**src/rtl/pulse_arbiter.sv**
```systemverilog
// Round-robin owner of a shared pulsegen: grants one requester at a time, counts
// the returned pulse edges and releases on burst completion, timeout or request drop.
module pulse_arbiter #(
    parameter int                   TIMEOUT_W = 24,
    parameter logic [TIMEOUT_W-1:0] TIMEOUT   = TIMEOUT_W'(4_000_000)
) (
    input  logic        clk,
    input  logic        rst_n,
    input  logic [3:0]  req,
    input  logic [7:0]  req_mode,
    input  logic [15:0] req_len,
    input  logic        gen_pulse,
    output logic        gen_start,
    output logic [1:0]  gen_mode,
    output logic [3:0]  grant,
    output logic [3:0]  done,
    output logic [3:0]  err,
    output logic        busy
);

    typedef enum logic [1:0] {IDLE = 2'd0, RUN = 2'd1, GAP = 2'd2} state_t;

    state_t               state, state_n;
    logic [1:0]           ptr, ptr_n, owner, owner_n, win, cand;
    logic                 found;
    logic [3:0]           len_q, len_n, cnt, cnt_n;
    logic [TIMEOUT_W-1:0] wd, wd_n;
    logic                 gen_pulse_d, pulse_edge, final_edge, abort;
    logic                 start_n;
    logic [1:0]           mode_n;
    logic [3:0]           grant_n, done_n, err_n;

    assign pulse_edge = gen_pulse & ~gen_pulse_d;
    assign final_edge = pulse_edge && ((cnt + 4'd1) == len_q);
    // The watchdog holds cycles elapsed since the last clear point, so it expires one short of TIMEOUT.
    assign abort      = (!pulse_edge && (wd == TIMEOUT - TIMEOUT_W'(1))) || !req[owner];
    assign busy       = (state != IDLE);

    always_comb begin
        found = 1'b0;
        win   = ptr;
        cand  = ptr;
        for (int k = 0; k < 4; k++) begin
            cand = ptr + 2'(k);
            if (!found && req[cand]) begin
                found = 1'b1;
                win   = cand;
            end
        end
    end

    always_comb begin
        // NOTE: every signal written here gets a default first, so no path can infer a latch.
        state_n = state;
        ptr_n   = ptr;
        owner_n = owner;
        len_n   = len_q;
        cnt_n   = cnt;
        wd_n    = wd;
        start_n = gen_start;
        mode_n  = gen_mode;
        grant_n = grant;
        done_n  = '0;
        err_n   = '0;
        unique case (state)
            IDLE: begin
                if (found) begin
                    owner_n = win;
                    ptr_n   = win + 2'd1;
                    len_n   = req_len[4*win +: 4];
                    grant_n = 4'b0001 << win;
                    cnt_n   = '0;
                    wd_n    = TIMEOUT_W'(1);
                    if (req_len[4*win +: 4] == 4'd0) begin
                        done_n  = 4'b0001 << win;
                        state_n = GAP;
                    end else begin
                        start_n = 1'b1;
                        mode_n  = req_mode[2*win +: 2];
                        state_n = RUN;
                    end
                end
            end
            RUN: begin
                if (final_edge) begin
                    done_n  = grant;
                    start_n = 1'b0;
                    grant_n = '0;
                    state_n = GAP;
                end else if (abort) begin
                    err_n   = grant;
                    start_n = 1'b0;
                    grant_n = '0;
                    state_n = GAP;
                end else if (pulse_edge) begin
                    cnt_n = cnt + 4'd1;
                    wd_n  = TIMEOUT_W'(1);
                end else begin
                    wd_n = wd + TIMEOUT_W'(1);
                end
            end
            GAP: begin
                grant_n = '0;
                start_n = 1'b0;
                state_n = IDLE;
            end
            default: state_n = IDLE;
        endcase
    end

    // NOTE: state registers use non-blocking assignments so every flop samples pre-edge values.
    always_ff @(posedge clk or negedge rst_n) begin
        if (!rst_n) begin
            state       <= IDLE;
            ptr         <= '0;
            owner       <= '0;
            len_q       <= '0;
            cnt         <= '0;
            wd          <= '0;
            gen_pulse_d <= 1'b0;
            gen_start   <= 1'b0;
            gen_mode    <= '0;
            grant       <= '0;
            done        <= '0;
            err         <= '0;
        end else begin
            state       <= state_n;
            ptr         <= ptr_n;
            owner       <= owner_n;
            len_q       <= len_n;
            cnt         <= cnt_n;
            wd          <= wd_n;
            gen_pulse_d <= gen_pulse;
            gen_start   <= start_n;
            gen_mode    <= mode_n;
            grant       <= grant_n;
            done        <= done_n;
            err         <= err_n;
        end
    end

endmodule

```
**config.mk**
```make
export PLATFORM = sky130hd
export DESIGN_NAME = pulse_arbiter
export DESIGN_NICKNAME = d
export VERILOG_FILES = /design/src/rtl/pulse_arbiter.sv
export SDC_FILE = /design/constraint.sdc
export NUM_CORES = 1
export LEC_CHECK = 0
export ABC_AREA = 1
export CAP_MARGIN = 20
export CORE_MARGIN = 2
export CORE_UTILIZATION = 60
export DETAILED_ROUTE_END_ITERATION = 16
export HOLD_SLACK_MARGIN = 0.15
export PLACE_DENSITY = 0.84
export REMOVE_ABC_BUFFERS = 1
export SLEW_MARGIN = 20
export SYNTH_ARGS = -nofsm -noshare
export SYNTH_HDL_FRONTEND = slang
export SYNTH_SLANG_ARGS = --single-unit
export TNS_END_PERCENT = 100
```
**constraint.sdc**
```tcl
create_clock -name clk -period 3.2 [get_ports clk]
set_input_delay 0.64 -clock clk [delete_from_list [all_inputs] [get_ports clk]]
set_output_delay 0.64 -clock clk [all_outputs]
set_load 0.1 [all_outputs]
```
==> results of run 1 <==
## critical path, stage by stage
cell                              delay, ps
sky130_fd_sc_hd__clkdlybuf4s50_1        480
sky130_fd_sc_hd__inv_1                   50
sky130_fd_sc_hd__nor2_2                 130
sky130_fd_sc_hd__inv_1                  110
sky130_fd_sc_hd__a21oi_1                110
sky130_fd_sc_hd__o21ai_0                 80
sky130_fd_sc_hd__nor3_1                 170
sky130_fd_sc_hd__nand2_1                120
sky130_fd_sc_hd__nand2_1                100
sky130_fd_sc_hd__o21ai_0                180
sky130_fd_sc_hd__nor2_1                 480
sky130_fd_sc_hd__nand3_1                160
sky130_fd_sc_hd__o21ai_0                130
## flip-flops by register name, summed over array words and instances, names as in the netlist
register	count
cnt	4
done	4
err	4
gen_mode	2
gen_pulse_d	1
gen_start	1
grant	4
len_q	4
owner	2
ptr	2
state	2
wd	24
## layout make-up
class,instances,area [sq um]
multi-input cells,372,1910
fillers,459,1490
flip-flops and latches,54,1350
repair buffers,56,490
inverters,51,194
well taps,72,90.1
clock buffers,6,72.6
clock inverters,1,7.51
## through the flow
stage / hold slack [ps] / cell area, sq um / util, % / setup TNS, ps
floorplan: 344 / 3450 / - / -2490
global route: 446 / 4120 / 73.4 / 0
finish: 383 / 4120 / 73.4 / 0
global placement: 460 / 4040 / 72.0 / 0
detailed placement: 459 / 4040 / 72.0 / 0
CTS: 407 / 4120 / 73.4 / 0
## cells in the mapped netlist (all sizes together)
library cell | instances | area, sq um
buf | 5 | 46.3
clkbuf | 7 | 26.3
o21bai | 1 | 7.51
nor3 | 30 | 150
nand2 | 153 | 612
o21ai | 42 | 214
dfrtp | 54 | 1350
nor3b | 1 | 7.51
nand4 | 15 | 115
nor4 | 8 | 56.3
xor2 | 18 | 158
a31oi | 4 | 25.0
or2 | 3 | 18.8
ha | 9 | 113
xnor2 | 3 | 26.3
inv | 51 | 194
nand3 | 41 | 205
a211oi | 1 | 7.51
a21oi | 8 | 40.0
o22ai | 6 | 37.5
nor2 | 29 | 116
## metal layers
metal  up-vias  track usage [%]  wire (um)
met5         -                0          0
met4         0             8.98        158
met3        15             4.72        553
met2       145             49.1       4320
met1      1564             36.7       3720
li1       1718                -          -
## path summary, 6_finish.rpt
check,to,slack (ps),depth (start not counted)
setup / recovery,grant[0]$_DFFE_PN0P_,470,13
hold / removal,wd[10]$_DFFE_PN0P_,380,1
setup reg to reg,grant[0]$_DFFE_PN0P_,470,9
hold reg to reg,gen_mode[0]$_DFFE_PN0P_,470,2
max in group asynchronous,wd[3]$_DFFE_PN0P_,2140,2
min in group clk,gen_mode[0]$_DFFE_PN0P_,470,2
## cells by family (layout without fill, tap and decap cells)
kind of cell,after synthesis,after routing,synth area share [%]
buffers and inverters,63,114,7.56
DFF,54,54,38.3
AOI/OAI and AO/OA,62,62,9.40
and+or+nand+nor,280,280,36.3
adders and majority gates,9,9,3.19
xor gates and xnor gates,21,21,5.21
## power groups by stage
stage / sequential [mW] / combinational (mW) / clock [mW]
6_report: 0.978 / 2.77 / 0.369
5_1_grt: 0.996 / 3.08 / 0.394
4_1_cts: 0.976 / 2.75 / 0.371
3_5_place_dp: 0.990 / 2.74 / 0
3_3_place_gp: 0.983 / 2.66 / 0
2_1_floorplan: 1.29 / 1.69 / 0
==> reports/summary.md, run 1 <==
The repair_antennas step left the layout with diodes totalling 0. Detail-routed via count per cell: 5.62. The run gives 580 as the net total in the final layout. Post-CTS timing repair inserted 0 buffers for setup. The number of DRC violations after detailed-routing iteration 0 was 341; the hold buffer count at cts was 0.

The floorplan has 27 rows. The worst setup slack after placement came out at 198 ps. The core outline area is 0.00561 sq mm. The tools report the number of global-route vias before repair as 3,151. The number of different library cells used by synthesis comes to 32. Across all setup checks in the final design, the least slack found is 468 ps.

The number of I/O port buffers was 46. The number of I/O pins is 47, and the horizontal die dimension is 80.7 um. The total iterations of the first detailed-routing run came out at 5. The tools report the number of buffers on the longest clock path as 2. The die covers 0.00651 sq mm. Across the VDD grid, the largest voltage drop is 846 uV. The wire length of the first global-routing pass is 14,400 um. The top cell types in the final layout, fill and taps aside, are sky130_fd_sc_hd__nand2_1, sky130_fd_sc_hd__dfrtp_1, sky130_fd_sc_hd__inv_1.

The clock arrives with 4.69 ps of skew. Cells with a size suffix above 1 make up 10.6% of the layout. Global routing finished with a remaining overflow of 0. The tools report the effective utilization at floorplan as 62.9%. TritonCTS built the clock tree. The number of pins with negative max-slew slack in the final report is 0, and the remaining routing DRC violations is 0. Of the total power, the share spent switching nets is 56.5%. In this run the critical register-to-register path is launched from wd[0]$_DFFE_PN0P_.

The tools report the clock latency reported for the late side of the worst-skew pair as 310 ps. At the end of routability-driven placement, the weighted congestion stood at 0.938. The final number of hold-violating endpoints came out at 0.

The number of gates resized after cts was 0; the post-detailed-routing wire length was 8750 um. Of the total power, registers draw 23.8%. In this run, the combinational gates consume 67.3% of the power. Summed over all nets, the switching power comes to 2.33 mW. The transition time of the tightest slew-check pin is 749 ps, and the shortest period the worst path allows is 2730 ps. The share of the cycle needed by the critical path after routing was 85.4%; the max-cap violation count was 0. For this design the static power due to leakage is 1.92 nW.

The area added between synthesis and finish was 16.7%; the Yosys warning count was 0. The worst pin sits at a relative slew slack of 50.1%. Clock-pin slew was measured on the worst setup and hold paths at 90 ps.

The tools report the maximum clock rate as 366 MHz. Number of antenna violations at the first check in global routing: 0. The start point of the critical path is gen_pulse. Along the worst path, the maximum fanout reaches 10. In the final routed layout, each cell accounts on average for 14.3 um. Power density relative to cell area: 1000 mW/mm^2.

The critical path in this run is classified as in2reg. Counting tap cells, the placed design contains a total of 605 instances. From bottom edge to top edge, the die measures 80.7 um.

Leaving out fill and tap cells, the most frequent cell in the layout is sky130_fd_sc_hd__nand2_1. The clock tree root driver cell was sky130_fd_sc_hd__clkbuf_8. Internal power comes to 1.79 mW.

The run finished with clean final reports. The via count of the routed design is 3,442. Setup repair after global routing left no endpoint under its margin.

The maximum number of pins on one net before global-route repair is 33. Each instance of the synthesized netlist takes up on average 7.21 sq um. The logs give 0.00353 sq mm for the synthesized area and 5 for the clock buffer count from CTS. For the required time at the endpoint of the critical path, the log shows 3420 ps. Leaving out filler cells and counting taps, the final layout contains 612. Across every metal layer, demand over resource in global routing totals 28.6%.

The worst hold path belongs to the class in2async. STA classifies the critical path endpoint as a flip-flop. The share of the Yosys chip area taken by registers is 38.3%.

The share of total power dissipated in the clock network is 9.0%. Setup violations remaining at the end of the flow were counted as 0. Synthesis produced 489 cells.

Total power for the finished layout comes to 4.12 mW. The flip-flop and latch count after synthesis came out at 54. CTS saw 54 sinks. For the worst setup path, the data arrival time is 2950 ps.

The number of nets still failing antenna checks after routing is 0, and the deepest level of the CTS H-tree is 2. After legalization and detailed placement, the total HPWL measured 6600 um. The worst setup path is launched from an input port.
Power figures use the tool's default switching activity.
==> inputs of run 2 (changes only) <==
CORE_UTILIZATION = 54   (was 60)
PLACE_DENSITY = 0.77   (was 0.84)
REMOVE_ABC_BUFFERS = not set   (was 1)
==> run 2 against run 1 <==
  * Combinational power down 1%
  * Via count up 1.0%
  * Hold slack worse by 150 ps
  * Core utilization down 8.2 points
  * Worst setup slack worse by 65 ps
  * Clock power up 27%
  * Wire length down 0.70%
  * Clock skew up 9.8 ps
  * Global-route usage down 3.3 points
  * Cell count up 0.65%
  * Cell area up 0.61%
  * Critical path type unchanged
  * Critical endpoint is now done[1]$_DFF_PN0_
  * Largest power group unchanged
  * Highest routed layer unchanged
==> reports/summary.md, run 2 (same netlist as run 1, synthesis figures left out) <==
The power density relative to cell area is 1010 mW/mm^2 (+0.75%). The die outline area came out at 0.00719 sq mm (+11%). Sequential power share: 23.3% (-0.5 points). The run gives 320 ps (about the same) as the clock latency reported for the late side of the worst-skew pair. The maximum fanout count along the critical path was 9 (-1); the relative slew slack was 59.4% (+9.3 points). Switching part of the total: 55.8% (-0.77 points).

The hold buffer count at cts was 0 (unchanged); the share of the cycle needed by the critical path after routing was 87.4% (+2.0 points). The post-CTS setup repair buffer count is 0 (unchanged), and the wire length of the first global-routing pass is 14,800 um (+2.3%). TritonCTS built the clock tree.

Area of combinational cells with multiple inputs: 0.00191 sq mm (unchanged). The number of global-route vias before repair was 3,279 (+4.1%); the number of I/O port buffers was 46 (unchanged). The total congestion overflow is 0 (unchanged).

For the max-cap violation count, the log shows 0 (unchanged). STA classifies the critical path startpoint as an input port. Among all stages on the critical path, the largest delay is contributed by sky130_fd_sc_hd__clkdlybuf4s50_1. The run gives 0 (unchanged) as the number of inserted diodes. Number of pins with negative max-slew slack in the final report: 0 (unchanged). The flip-flop count of the largest register, all copies and words added came out at 24 (unchanged).

The tools report the number of buffers on the longest clock path as 2 (unchanged). The transition time of the tightest slew-check pin is 607 ps (-141 ps), and the maximum clock rate is 358 MHz (-2.3%). The area added between synthesis and finish was 17.5%; the number of gates resized after cts was 0 (unchanged). The number of DRC violations after detailed-routing iteration 0 was 312 (-8.5%).

The worst setup path is of the in2reg kind. The highest ir drop seen on vdd is 655 uV (-23%), and the final number of hold-violating endpoints is 0 (unchanged). The maximum single-stage delay on the critical path works out to 530 ps (+50 ps).

The logs give 0 (unchanged) for the number of setup violations in the final report and 0 (unchanged) for the number of antenna violations at the first check in global routing. The run gives 6820 um (+3.4%) as the placed wire-length estimate. The filler-free cell count of the finished design is 616 (+0.65%), and the number of nets in the synthesized netlist is 529. The clock transition time at the flip-flop clock pins of the worst setup and hold paths works out to 100 ps (about the same). Most common library cell in the layout ignoring fill and taps: sky130_fd_sc_hd__nand2_1.

The via count of the routed design is 3,477 (+1.0%). The flow ran to the end, and the final reports show no timing, DRC or antenna violations. The effective utilization at floorplan was 55.5% (-7.3 points). The tools report the worst clock skew on the final layout as 14.5 ps (+9.81 ps). The run gives 0 (unchanged) as the remaining routing DRC violations. The detail-routed via count per cell was 5.64 (+0.36%).

The logs give 578 (-0.34%) for the net total in the final layout and 11.2% (+2.2 points) for the power share of the clock group. The tools report the number of I/O pins as 47 (unchanged). The kind of end point of the critical path was a flip-flop. The tools report the internal power consumption as 1.85 mW (+3.2%).

The run gives 54 (unchanged) as the number of clock sinks. In the layout the commonest cells are sky130_fd_sc_hd__nand2_1, sky130_fd_sc_hd__dfrtp_1, sky130_fd_sc_hd__inv_1. The run gives 29 (+7.4%) as the number of rows in the core area. Cell type with the highest occurrence count on the critical path: sky130_fd_sc_hd__nand2_1. The run gives 1.92 nW (+0.22%) as the cell leakage power. Combinational cell fraction of total power: 65.5% (-1.8 points). Detailed-route wire length per cell: 14.1 um (-1.3%). The critical path goes through clkdlybuf4s50_1, nand2_1, nand3_1, nand2_1, inv_1, nand3_1, nand2_1, nand2_1, nand3_1, nand2_1, nand2_1, nand2_1, nor2_1, nand2_2, o22ai_1. The maximum number of pins on one net before global-route repair came out at 39 (+18%).

The post-route setup TNS is 0 ps (unchanged), and the die height is 84.8 um (+5.1%). More flip-flops sit in one register than any other, and that register is wd. Global-route usage over all layers: 25.3% (-3.3 points). The required time at the endpoint of the critical path was 3420 ps (about the same). Setup repair after global routing left no endpoint under its margin. The horizontal die dimension was 84.8 um (+5.1%); the number of nets still failing antenna checks after routing was 0 (unchanged). The total iterations of the first detailed-routing run is 5 (unchanged), and the routability-driven placement congestion ratio is 1.01 (+7.3%).

The deepest level of the CTS H-tree was 2 (unchanged). The fraction of layout cells with a size suffix above 1 is 10.6% (+0.020 points). The clock tree root driver cell was sky130_fd_sc_hd__clkbuf_8. The number of buffer and inverter instances along the worst setup path is 2 (-1), and the clock buffer count from CTS is 5 (unchanged).

The type of the most critical hold path was in2async. The run gives 0.00635 sq mm (+13%) as the core outline area. The count of placed standard cells including taps was 608 (+0.50%).

The cell family contributing the most delay on the critical path is simple AND/OR/NAND/NOR gates. The shortest period the worst path allows was 2800 ps (+64.8 ps). The tools report the data arrival time of the worst path as 3020 ps (+70 ps). The storage element area was 0.00135 sq mm (unchanged).

The post-detailed-routing wire length was 8690 um (-0.70%); the number of filler cells placed in the layout was 568 (+24%). The net switching component of the power is 2.33 mW (about the same).
run 2: cell count changes in the layout (fill, tap and decap cells not counted):
cell                         previous run  this run
sky130_fd_sc_hd__buf_4                 26        24
sky130_fd_sc_hd__bufinv_16              0         1
sky130_fd_sc_hd__clkbuf_1               1         0
sky130_fd_sc_hd__clkinvlp_4             1         2
run 2: final timing paths:
kind,start,to,slack (ps),cells past startpoint
worst min-delay path,rst_n,wd[13]$_DFFE_PN0P_,230,1
worst min register to register,gen_start$_DFFE_PN0P_,gen_start$_DFFE_PN0P_,490,2
max in group asynchronous,rst_n,wd[8]$_DFFE_PN0P_,2140,2
worst max register to register,ptr[0]$_DFFE_PN0P_,done[1]$_DFF_PN0_,520,14
min in group clk,gen_start$_DFFE_PN0P_,gen_start$_DFFE_PN0P_,490,2
worst max-delay path,req[3],done[1]$_DFF_PN0_,400,15
run 2: area by class of cell:
| class | instances | share of cell area, % |
|---|---|---|
| Sequential cell | 54 | 32.6 |
| Multi-Input combinational cell | 372 | 46.1 |
| Clock inverter | 3 | 1.09 |
| Timing Repair Buffer | 54 | 11.5 |
| Inverter | 51 | 4.68 |
| Tap cell | 77 | 2.33 |
| Clock buffer | 5 | 1.66 |
run 2: power groups by stage:
stage	Combinational [mW]	Clock, mW	Sequential, mW
final	2.73	0.467	0.973
after global routing	3.08	0.512	0.993
after CTS	2.74	0.481	0.969
after detailed placement	2.73	0	0.981
after global placement	2.68	0	0.979
after floorplan	1.83	0	1.27
run 2: through the flow:
step / util [%] / cell area [sq um] / setup WS [ps] / hold slack (ps) / power (mW)
floorplan: - / 3530 / 978 / 344 / 3.10
global placement: 63.4 / 4030 / 121 / 465 / 3.66
detailed placement: 63.4 / 4030 / 74.9 / 468 / 3.71
CTS: 65.2 / 4140 / 412 / 232 / 4.19
global route: 65.2 / 4140 / 75.0 / 235 / 4.58
finish: 65.2 / 4140 / 403 / 231 / 4.17
run 2: per-layer routing:
layer	up-vias	track usage, %	share of wire [%]
met5	-	0	0
met3	26	3.60	5.8
met4	0	10.4	2.9
met1	1602	33.8	44
li1	1711	-	-
met2	138	41.6	47
==> inputs of run 3 (changes only) <==
CORE_UTILIZATION = 50   (was 54)
PLACE_DENSITY = 0.74   (was 0.77)
clock period = 2.4 ns   (was 3.2 ns; I/O delays follow)
==> run 3 against run 2 <==
  * Flip-flop and latch count unchanged
  * Clock power rose by 34%
  * First-iteration DRC count fell by 52%
  * Count of clock-buffer cells in the layout increased by 1
  * Die area grew 7.6%
  * Wire length increased by 11%
  * Critical path depth is 3 higher
  * Sequential power is 33% higher
  * Clock skew down 8.7 ps
  * Hold slack better by 280 ps
  * Core utilization rose by 4.1 points
==> reports/summary.md, run 3 (same netlist as run 1, synthesis figures left out) <==
The highest ir drop seen on vdd was 1060 uV (+61%); the worst hold slack was 507 ps (+276 ps). Storage element area: 0.00135 sq mm (+0.19%). The endpoint of the worst-slack reg-to-reg timing path is state[0]$_DFFE_PN0P_. The setup slack after layout came out at 107 ps (-296 ps). The master of the slowest instance on the critical path was sky130_fd_sc_hd__dfrtp_2. The category of cells accounting for the largest share of critical-path delay was simple AND/OR/NAND/NOR gates. The final number of hold-violating endpoints is 0 (unchanged), and the via count of the routed design is 3,678 (+5.8%). The number of buffer and inverter instances along the worst setup path is 2 (unchanged).

The run gives 2490 ps (-530 ps) as the data arrival time of the worst path. The flow ran to the end, and the final reports show no timing, DRC or antenna violations. The number of inserted diodes was 0 (unchanged). In the layout the commonest cells are sky130_fd_sc_hd__nand2_1, sky130_fd_sc_hd__buf_4, sky130_fd_sc_hd__dfrtp_1. The root buffer cell chosen for the clock tree is sky130_fd_sc_hd__clkbuf_8.

The number of I/O pins is 47 (unchanged), and the number of DRC violations after detailed-routing iteration 0 is 151 (-52%). Post-detailed-routing wire length: 9670 um (+11%). The logic depth of the worst register-to-register path is 18 (+4), and the shortest period the worst path allows is 2290 ps. The horizontal die dimension works out to 88.0 um (+3.7%).

Endpoint of the worst hold path: gen_mode[0]$_DFFE_PN0P_. The total congestion overflow is 0 (unchanged), and the detailed-route wire length per cell is 14.0 um (-0.55%). TritonCTS built the clock tree. The deepest level of the CTS H-tree came out at 2 (unchanged). The tools report the number of antenna violations at the first check in global routing as 0 (unchanged).

The tools report the clock buffer count from CTS as 5 (unchanged). Number of nets still failing antenna checks after routing: 0 (unchanged). The relative slew slack is 66.5% (+7.1 points), and the die height is 88.0 um (+3.7%). The worst hold path begins at gen_mode[0]$_DFFE_PN0P_.

Kind of critical path: reg2reg. The wire length of the first global-routing pass was 15,100 um (+2.1%). Leaving out fill and tap cells, the most frequent cell in the layout is sky130_fd_sc_hd__nand2_1. The maximum single-stage delay on the critical path is 470 ps (-60 ps). The number of rows in the core area is 30 (+3.4%), and the routability-driven placement congestion ratio is 0.970 (-3.6%). Relative to the synthesized area, the layout overhead comes to 33.6%. The number of pins with negative max-slew slack in the final report is 0 (unchanged), and the number of setup violations in the final report is 0 (unchanged). The run gives 2 (unchanged) as the number of buffers on the longest clock path. The worst clock skew on the final layout came out at 5.84 ps (-8.66 ps). The startpoint identified for the worst register-to-register timing path is ptr[0]$_DFFE_PN0P_. More flip-flops sit in one register than any other, and that register is wd. The core outline area was 0.00679 sq mm (+7.0%). The total iterations of the first detailed-routing run is 4 (-1).

The required time at the endpoint of the critical path is 2590 ps (-830 ps). The maximum fanout count along the critical path is 8 (-1). The run gives -335 ps (-410 ps) as the worst setup slack after placement. The area of combinational cells with multiple inputs is 0.00199 sq mm (+4.3%).

For the number of nets in the synthesized netlist, the log shows 529 (unchanged). The clock latency reported for the late side of the worst-skew pair is 310 ps (about the same), and the worst hold path stage count is 2. Number of filler cells placed in the layout: 572 (+0.70%). The clock transition time at the flip-flop clock pins of the worst setup and hold paths is 100 ps (about the same), and the number of clock sinks is 54 (unchanged). The transition time of the tightest slew-check pin was 499 ps (-108 ps); the maximum number of pins on one net before global-route repair was 23 (-41%). The worst setup path is captured at a flip-flop.

Power density relative to cell area: 1450 mW/mm^2 (+44%). The maximum clock rate was 436 MHz; the max-cap violation count was 0 (unchanged). The final instance area came out at 0.00471 sq mm (+14%). Standard cell area after detailed placement: 0.00438 sq mm (+8.7%). Walking the worst path, the cells encountered are buf_6, nand2_1, nand2_2, nand2_1, nand2_4, nand2_1, nand2_1, nand2_2, nand2_4, buf_4, nand3_1, nand2_1, nand2_1, nand2_1, nor2_4, nand2_4, nand3_1, o21ai_0. The run gives 24.7% (-0.56 points) as the global-route usage over all layers.

Slack of the worst reg-to-reg path: 110 ps (-410 ps). Dividing the final minimum period by the clock period gives 95.5%. For the die outline area, the log shows 0.00774 sq mm (+7.6%). The logs give 633 (+9.5%) for the net total in the final layout and 0 (unchanged) for the remaining routing DRC violations. The fraction of layout cells with a size suffix above 1 is 21.2% (+11 points).

The tools report the cell leakage power as 2.25 nW (+17%). The placed wire-length estimate came out at 7140 um (+4.7%). The number of global-route vias before repair is 3,400 (+3.7%). The number of I/O port buffers works out to 46 (unchanged). The flip-flop count of the largest register, all copies and words added was 24 (unchanged); the effective utilization at floorplan was 51.9% (-3.6 points).

The power consumption was 6.85 mW (+64%); the detail-routed via count per cell was 5.34 (-5.4%). The post-route setup TNS is 0 ps (unchanged). In this design, the critical path's most frequently occurring cell is sky130_fd_sc_hd__nand2_1. The sort of element at the start of the critical path is a flip-flop. The tightest min-delay check is of the reg2reg type.
[run 3: cell types whose count changed in the layout (fill, tap and decap cells not counted), moves of 4 or more]
cell,delta
sky130_fd_sc_hd__nor2_4,+4
sky130_fd_sc_hd__dlymetal6s2s_1,+4
sky130_fd_sc_hd__nand2_2,+4
sky130_fd_sc_hd__buf_4,+50
sky130_fd_sc_hd__clkdlybuf4s50_1,-4
sky130_fd_sc_hd__nand2_1,-7
[run 3: power breakdown]
part	total [mW]	switching, mW	leakage [nW]	internal [mW]
logic	4.93	3.03	1.48	1.90
registers	1.29	0.165	0.716	1.12
clock network	0.628	0.294	0.0573	0.334
total	6.85	3.49	2.25	3.36
[run 3: cell type report]
type / instances / share of cell area, %
flip-flops and latches: 54 / 28.7
multi-input cells: 372 / 42.3
repair buffers: 109 / 19.8
clock buffers: 6 / 1.75
well taps: 96 / 2.55
inverters: 51 / 4.22
clock inverters: 1 / 0.637
[run 3: worst reg2reg max path, delay by kind of cell, from the launching register on]
kind | cells | cell delay, ps
AOI/OAI and AO/OA | 1 | 80
and+or+nand+nor | 15 | 1350
buffers and inverters | 2 | 300
DFF | 1 | 470
[run 3: metrics by stage]
| step | util (%) | instances |
|---|---|---|
| after CTS | 66.5 | 675 |
| after global routing | 69.4 | 689 |
| after detailed placement | 64.4 | 667 |
| after global placement | 64.4 | 667 |
| final | 69.4 | 689 |
| after floorplan | - | 489 |
[run 3: repair_timing]
action,4_1_cts,5_1_grt
endpoints found under the setup margin,2,32
resized for setup,4,28
pin swaps,0,8
endpoints found under the hold margin,20,0
setup buffers,0,14
hold buffers,1,0
[run 3: how the worst max path moves through the flow]
stage / from / endpoint / slack (ps) / cells past startpoint
2_1_floorplan: state[0]$_DFFE_PN0P_ / len_q[2]$_DFFE_PN0P_ / 230 / 7
3_3_place_gp: req[0] / state[0]$_DFFE_PN0P_ / -270 / 18
3_5_place_dp: req[3] / state[0]$_DFFE_PN0P_ / -330 / 16
4_1_cts: req[3] / gen_start$_DFFE_PN0P_ / 20 / 16
5_1_grt: ptr[0]$_DFFE_PN0P_ / gen_start$_DFFE_PN0P_ / -40 / 18
6_report: ptr[0]$_DFFE_PN0P_ / state[0]$_DFFE_PN0P_ / 110 / 18
[run 3: metal layers]
layer  GRT usage [%]  vias up  share of wire, %  routed length, um
met5               0        -                 0                  0
met4            8.39        0               2.7                263
met1            27.9     1708                40               3850
met3            3.39       25               3.8                368
li1                -     1825                 -                  -
met2            47.4      120                54               5190
